## src/rtl/instr_fetch.sv

```systemverilog
// Instruction fetch stage: one IMEM read per instruction into IR, with flush/drain handling and bus timeout.
// Define INSTR_FETCH_MISALIGN_CHK_EN to add the FETCH_FAULT misaligned-PC check.
module instr_fetch #(
  parameter int unsigned TIMEOUT = 255,
  parameter logic [31:0] RST_IR  = 32'h00000013
) (
  input  logic        CLK,
  input  logic        RST,
  input  logic [31:0] PC,
  output logic        PC_WRITE,
  output logic [31:0] PC_PLUS4,
  input  logic        FLUSH,
  output logic        IMEM_RD,
  output logic [31:0] IMEM_ADDR,
  input  logic        IMEM_RDY,
  input  logic [31:0] IMEM_DOUT,
  output logic [31:0] IR,
  output logic [31:0] IR_PC,
  output logic        IR_VALID,
  input  logic        IR_READY,
`ifdef INSTR_FETCH_MISALIGN_CHK_EN
  output logic        FETCH_FAULT,
`endif
  output logic        BUS_ERR
);

  localparam logic [2:0] S_IDLE  = 3'd0;
  localparam logic [2:0] S_REQ   = 3'd1;
  localparam logic [2:0] S_HOLD  = 3'd2;
  localparam logic [2:0] S_DRAIN = 3'd3;
  localparam logic [2:0] S_ERR   = 3'd4;

  localparam logic [15:0] CNT_MAX = 16'(TIMEOUT - 1);

  logic [2:0]  state_q, state_d;
  logic [31:0] addr_q, addr_d;
  logic [31:0] ir_q, ir_d;
  logic [31:0] ir_pc_q, ir_pc_d;
  logic        valid_q, valid_d;
  logic        fault_q, fault_d;
  logic        err_q, err_d;
  logic [15:0] cnt_q, cnt_d;
  logic        pc_wr;
  logic        misalign;
  logic        tmo;

`ifdef INSTR_FETCH_MISALIGN_CHK_EN
  assign misalign = (PC[1:0] != 2'b00);
`else
  assign misalign = 1'b0;
`endif

  assign tmo = !IMEM_RDY && (cnt_q == CNT_MAX);

  always_comb begin
    state_d = state_q;
    addr_d  = addr_q;
    ir_d    = ir_q;
    ir_pc_d = ir_pc_q;
    valid_d = valid_q;
    fault_d = fault_q;
    err_d   = err_q;
    cnt_d   = cnt_q;
    pc_wr   = 1'b0;
    unique case (state_q)
      S_IDLE: begin
        if (FLUSH) begin
          pc_wr = 1'b1;
        end else if (misalign) begin
          state_d = S_HOLD;
          ir_d    = RST_IR;
          ir_pc_d = PC;
          valid_d = 1'b1;
          fault_d = 1'b1;
        end else begin
          state_d = S_REQ;
          addr_d  = PC;
          cnt_d   = '0;
        end
      end
      S_REQ, S_DRAIN: begin
        // An expired request wins over a same-cycle flush: the bus is treated as hung.
        if (tmo) begin
          state_d = S_ERR;
          err_d   = 1'b1;
          valid_d = 1'b0;
        end else if (FLUSH) begin
          pc_wr   = 1'b1;
          ir_d    = RST_IR;
          valid_d = 1'b0;
          state_d = IMEM_RDY ? S_IDLE : S_DRAIN;
          cnt_d   = (state_q == S_REQ) ? 16'd0 : cnt_q + 16'd1;
        end else if (IMEM_RDY) begin
          if (state_q == S_REQ) begin
            pc_wr   = 1'b1;
            ir_d    = IMEM_DOUT;
            ir_pc_d = addr_q;
            valid_d = 1'b1;
            state_d = S_HOLD;
          end else begin
            state_d = S_IDLE;
          end
        end else begin
          cnt_d = cnt_q + 16'd1;
        end
      end
      S_HOLD: begin
        if (FLUSH) begin
          pc_wr   = 1'b1;
          ir_d    = RST_IR;
          valid_d = 1'b0;
          fault_d = 1'b0;
          state_d = S_IDLE;
        end else if (IR_READY && !fault_q) begin
          if (misalign) begin
            ir_d    = RST_IR;
            ir_pc_d = PC;
            fault_d = 1'b1;
          end else begin
            valid_d = 1'b0;
            addr_d  = PC;
            cnt_d   = '0;
            state_d = S_REQ;
          end
        end
      end
      default: begin
        valid_d = 1'b0;
      end
    endcase
  end

  always_ff @(posedge CLK) begin
    if (RST) begin
      state_q <= S_IDLE;
      addr_q  <= '0;
      ir_q    <= RST_IR;
      ir_pc_q <= '0;
      valid_q <= 1'b0;
      fault_q <= 1'b0;
      err_q   <= 1'b0;
      cnt_q   <= '0;
    end else begin
      state_q <= state_d;
      addr_q  <= addr_d;
      ir_q    <= ir_d;
      ir_pc_q <= ir_pc_d;
      valid_q <= valid_d;
      fault_q <= fault_d;
      err_q   <= err_d;
      cnt_q   <= cnt_d;
    end
  end

  assign PC_WRITE  = pc_wr && !RST;
  assign PC_PLUS4  = addr_q + 32'd4;
  assign IMEM_RD   = (state_q == S_REQ) || (state_q == S_DRAIN);
  assign IMEM_ADDR = addr_q;
  assign IR        = ir_q;
  assign IR_PC     = ir_pc_q;
  assign IR_VALID  = valid_q;
  assign BUS_ERR   = err_q;
`ifdef INSTR_FETCH_MISALIGN_CHK_EN
  assign FETCH_FAULT = fault_q;
`endif

endmodule

```

## config.mk

```make
export PLATFORM = sky130hd
export DESIGN_NAME = instr_fetch
export DESIGN_NICKNAME = d
export VERILOG_FILES = /design/src/rtl/instr_fetch.sv
export SDC_FILE = /design/constraint.sdc
export NUM_CORES = 1
export LEC_CHECK = 0
export ABC_AREA = 1
export BUFFER_PORTS_ARGS = -buffer_cell sky130_fd_sc_hd__buf_4
export CAP_MARGIN = 20
export CORE_MARGIN = 3
export CORE_UTILIZATION = 35
export DETAILED_ROUTE_END_ITERATION = 7
export SETUP_SLACK_MARGIN = 0.4
export SYNTH_ARGS = -nofsm -noshare
export SYNTH_HDL_FRONTEND = slang
export SYNTH_SLANG_ARGS = --single-unit
```

## constraint.sdc

```tcl
create_clock -name CLK -period 2.1 [get_ports CLK]
set_input_delay 0.21 -clock CLK [delete_from_list [all_inputs] [get_ports CLK]]
set_output_delay 0.21 -clock CLK [all_outputs]
set_load 0.005 [all_outputs]
```

==> run summary <==
Switching Power -> 2.62 mW
Slew margin rel. -> 61.3%
Area of the mapped netlist -> 5740 µm²
RePlAce Congestion -> 0.908
Cells after synthesis -> 852
Area of the placeable core -> 16000 µm²
Peak Freq -> 453 MHz
Number of distinct library cells after synthesis -> 26
Internal power of the cells -> 5.67 mW
Area added between synthesis and finish -> 65.9%
Part of the Yosys area used for sequential elements -> 40.8%
Via-per-instance ratio -> 4.88
Global-route wire length before repair -> 30600 µm
Final Hold Vio Count -> 0
Clock Root Buffer -> clkbuf_16
Initial core utilization -> 35.9%
Die Width -> 134 µm
Overflow left after global routing -> 0
Clock transition at the register clock pins on the worst setup and hold paths after CTS -> 0.05 ns
Maximum fanout count along the critical path -> 4
WP data arrival -> 2.00 ns
Detailed Route Iter0 Violations -> 396
Placement-stage cell area -> 7540 µm²
Average wire per standard cell -> 15.3 µm
Worst skew pair latency -> 0.42 ns
Violations in the final reports -> negative setup slack
Hold buffer count at cts -> 0
Power per standard cell area -> 870 nW/µm²
Share of the clock period used by the worst path after layout -> 105%
Vert. Die Dim -> 134 µm
Sum of routed wire length over all layers -> 20500 µm
Share of the core filled with cells -> 59.6%
Top sig layer -> met4
Sort of element at the end of the critical path -> primary output
Slew at the pin closest to its max-slew limit -> 0.574 ns
Final instance area -> 9530 µm²
Cell Count Post-Placement -> 1254
Via count of the first global-routing pass -> 5860
Switching power as a share of total power -> 31.6%
Antenna violations before repair -> 0
Synthesized net count -> 924
Detailed-router iteration count before antenna repair -> 6
Number of instances on the worst hold path -> 3
Worst-case reg-to-reg path depth -> 11
Total I/O pin count -> 201
Routed met2 length -> 9770 µm
Mapped Avg Cell Area -> 6.74 µm²
Total Die Area -> 18000 µm²
Final layout net count -> 1191
DRC viols -> 0
Met1 wire length -> 8970 µm
Clock H-tree levels -> 4
Number of placement rows -> 46
Unrepaired setup endpoints after global routing -> yes
Fraction of final layout cells with drive strength greater than 1 -> 43.7%
Lkg Pwr -> 4.40 nW
Post-route insts no fill -> 1345
Hold/Removal Path Class -> in2reg
Largest net degree at the start of global routing -> 65
CTS tree -> yes
VDD IR-drop max -> 0.632 mV
Total power after layout -> 8.29 mW
Total of fill cells in the finished design -> 1492
Launching element type of the critical path -> flip-flop
Outcome -> complete, but fails checks
Minimum clock period after layout -> 2.21 ns
Number of CTS-inserted buffers -> 17
Power share of the sequential group -> 34.0%
Final setup violation count -> 14
Count of input and output buffers -> 200
Count of final max-slew check failures -> 0
Inserted Diodes -> 0
Data required, critical path -> 1.89 ns
Clk buf depth -> 2
Power share of the clock group -> 33.4%
TritonCTS sink count -> 117
TNS Setup -> -0.521 ns
Aggregate global-route resource usage -> 21.2%
Path type of the worst setup path -> reg2out
Leading cell type in the layout, fill and taps excluded -> buf_4
Post-route antenna net violation count -> 0
Least setup slack across all paths after layout -> -0.105 ns
Max-cap violations -> 0
Setup skew after layout -> 0.00761 ns
Detail Route met3 WL -> 1220 µm
Synth Warn # -> 0
Via count -> 6561
Most frequent cells in the layout -> buf_4 (248), nor2_1 (127), inv_1 (105), nand2_1 (96), dfxtp_1 (85)
Number of storage elements in the synthesis netlist -> 117
Part of the power in combinational logic -> 32.5%
HPWL after DPL -> 13100 µm
[cell usage after synthesis, drive strengths merged]
master,count,area share [%]
xnor2,9,1.4
buf,14,1.9
nand3,27,2.4
nor2,156,11
dfxtp,117,41
ha,3,0.65
nor3,19,1.9
xor2,22,3.4
inv,124,8.1
nand2,120,8.0
o21bai,1,0.13
a21oi,80,7.0
nand3b,1,0.13
o21ai,114,9.9
nand4,17,2.0
clkbuf,28,1.8
[kinds of logic after synthesis]
kind of cell / share of synthesized area, %
xor gates and xnor gates: 4.73
AOI/OAI and AO/OA: 17.0
and+or+nand+nor: 25.0
buffers and inverters: 11.8
DFF: 40.8
adders and majority gates: 0.654
[worst max-delay path, stage by stage, from the launching register on]
cell     delay, ns
dfxtp_4       0.38
ha_4          0.15
nand2_4       0.06
inv_4         0.06
nand4_1       0.09
buf_6         0.16
nor3_1        0.25
xor2_1        0.26
buf_4         0.16
[per-stage QoR]
step           hold slack, ns  worst slack (ns)
6_report              0.00274            -0.105
3_3_place_gp            0.432             0.153
5_1_grt                0.0115            -0.219
2_1_floorplan           0.338             0.438
3_5_place_dp            0.436            0.0308
4_1_cts                0.0116           -0.0591
[state kept, by name, indices dropped and copies added (netlist names)]
| register | flops |
|---|---|
| IMEM_ADDR | 32 |
| IR | 32 |
| IR_PC | 32 |
| cnt_q | 16 |
| state_q | 3 |
| BUS_ERR | 1 |
| IR_VALID | 1 |
[layer usage]
metal	global-route usage, %	vias to the layer above
met2	32.9	227
met1	29.2	3048
li1	-	3243
met5	0	-
met4	8.14	0
met3	4.13	43
[final timing paths]
| kind | start | endpoint | slack (ns) |
|---|---|---|---|
| min | IMEM_DOUT[1] | IR[1] | 0.003 |
| max reg2reg | cnt_q[0] | IR[9] | 0.37 |
| max | IMEM_ADDR[2] | PC_PLUS4[24] | -0.11 |
| min reg2reg | IR_PC[15] | IR_PC[15] | 0.44 |
[timing repair]
action | in CTS | in global routing
buffers inserted | 37 | 20
gates cloned | 0 | 5
resized for setup | 109 | 180
endpoints found under the setup margin | 73 | 108
pin swaps | 40 | 88
[power by group through the flow]
stage          clock [mW]  sequential, mW  combinational, mW
2_1_floorplan           0            2.80              0.955
3_3_place_gp            0            2.79               1.99
3_5_place_dp            0            2.80               1.99
4_1_cts              2.81            2.79               2.14
5_1_grt              2.93            2.86               2.93
6_report             2.77            2.82               2.70
[area by class of cell]
| class | count | area (µm²) | area share [%] |
|---|---|---|---|
| repair buffers | 289 | 2410 | 25.3 |
| multi-input cells | 570 | 3380 | 35.5 |
| well taps | 216 | 270 | 2.84 |
| flip-flops and latches | 117 | 2400 | 25.2 |
| clock inverters | 3 | 42.5 | 0.446 |
| inverters | 124 | 500 | 5.25 |
| clock buffers | 26 | 519 | 5.45 |
Note: power is estimated with default switching activity, not from simulation.
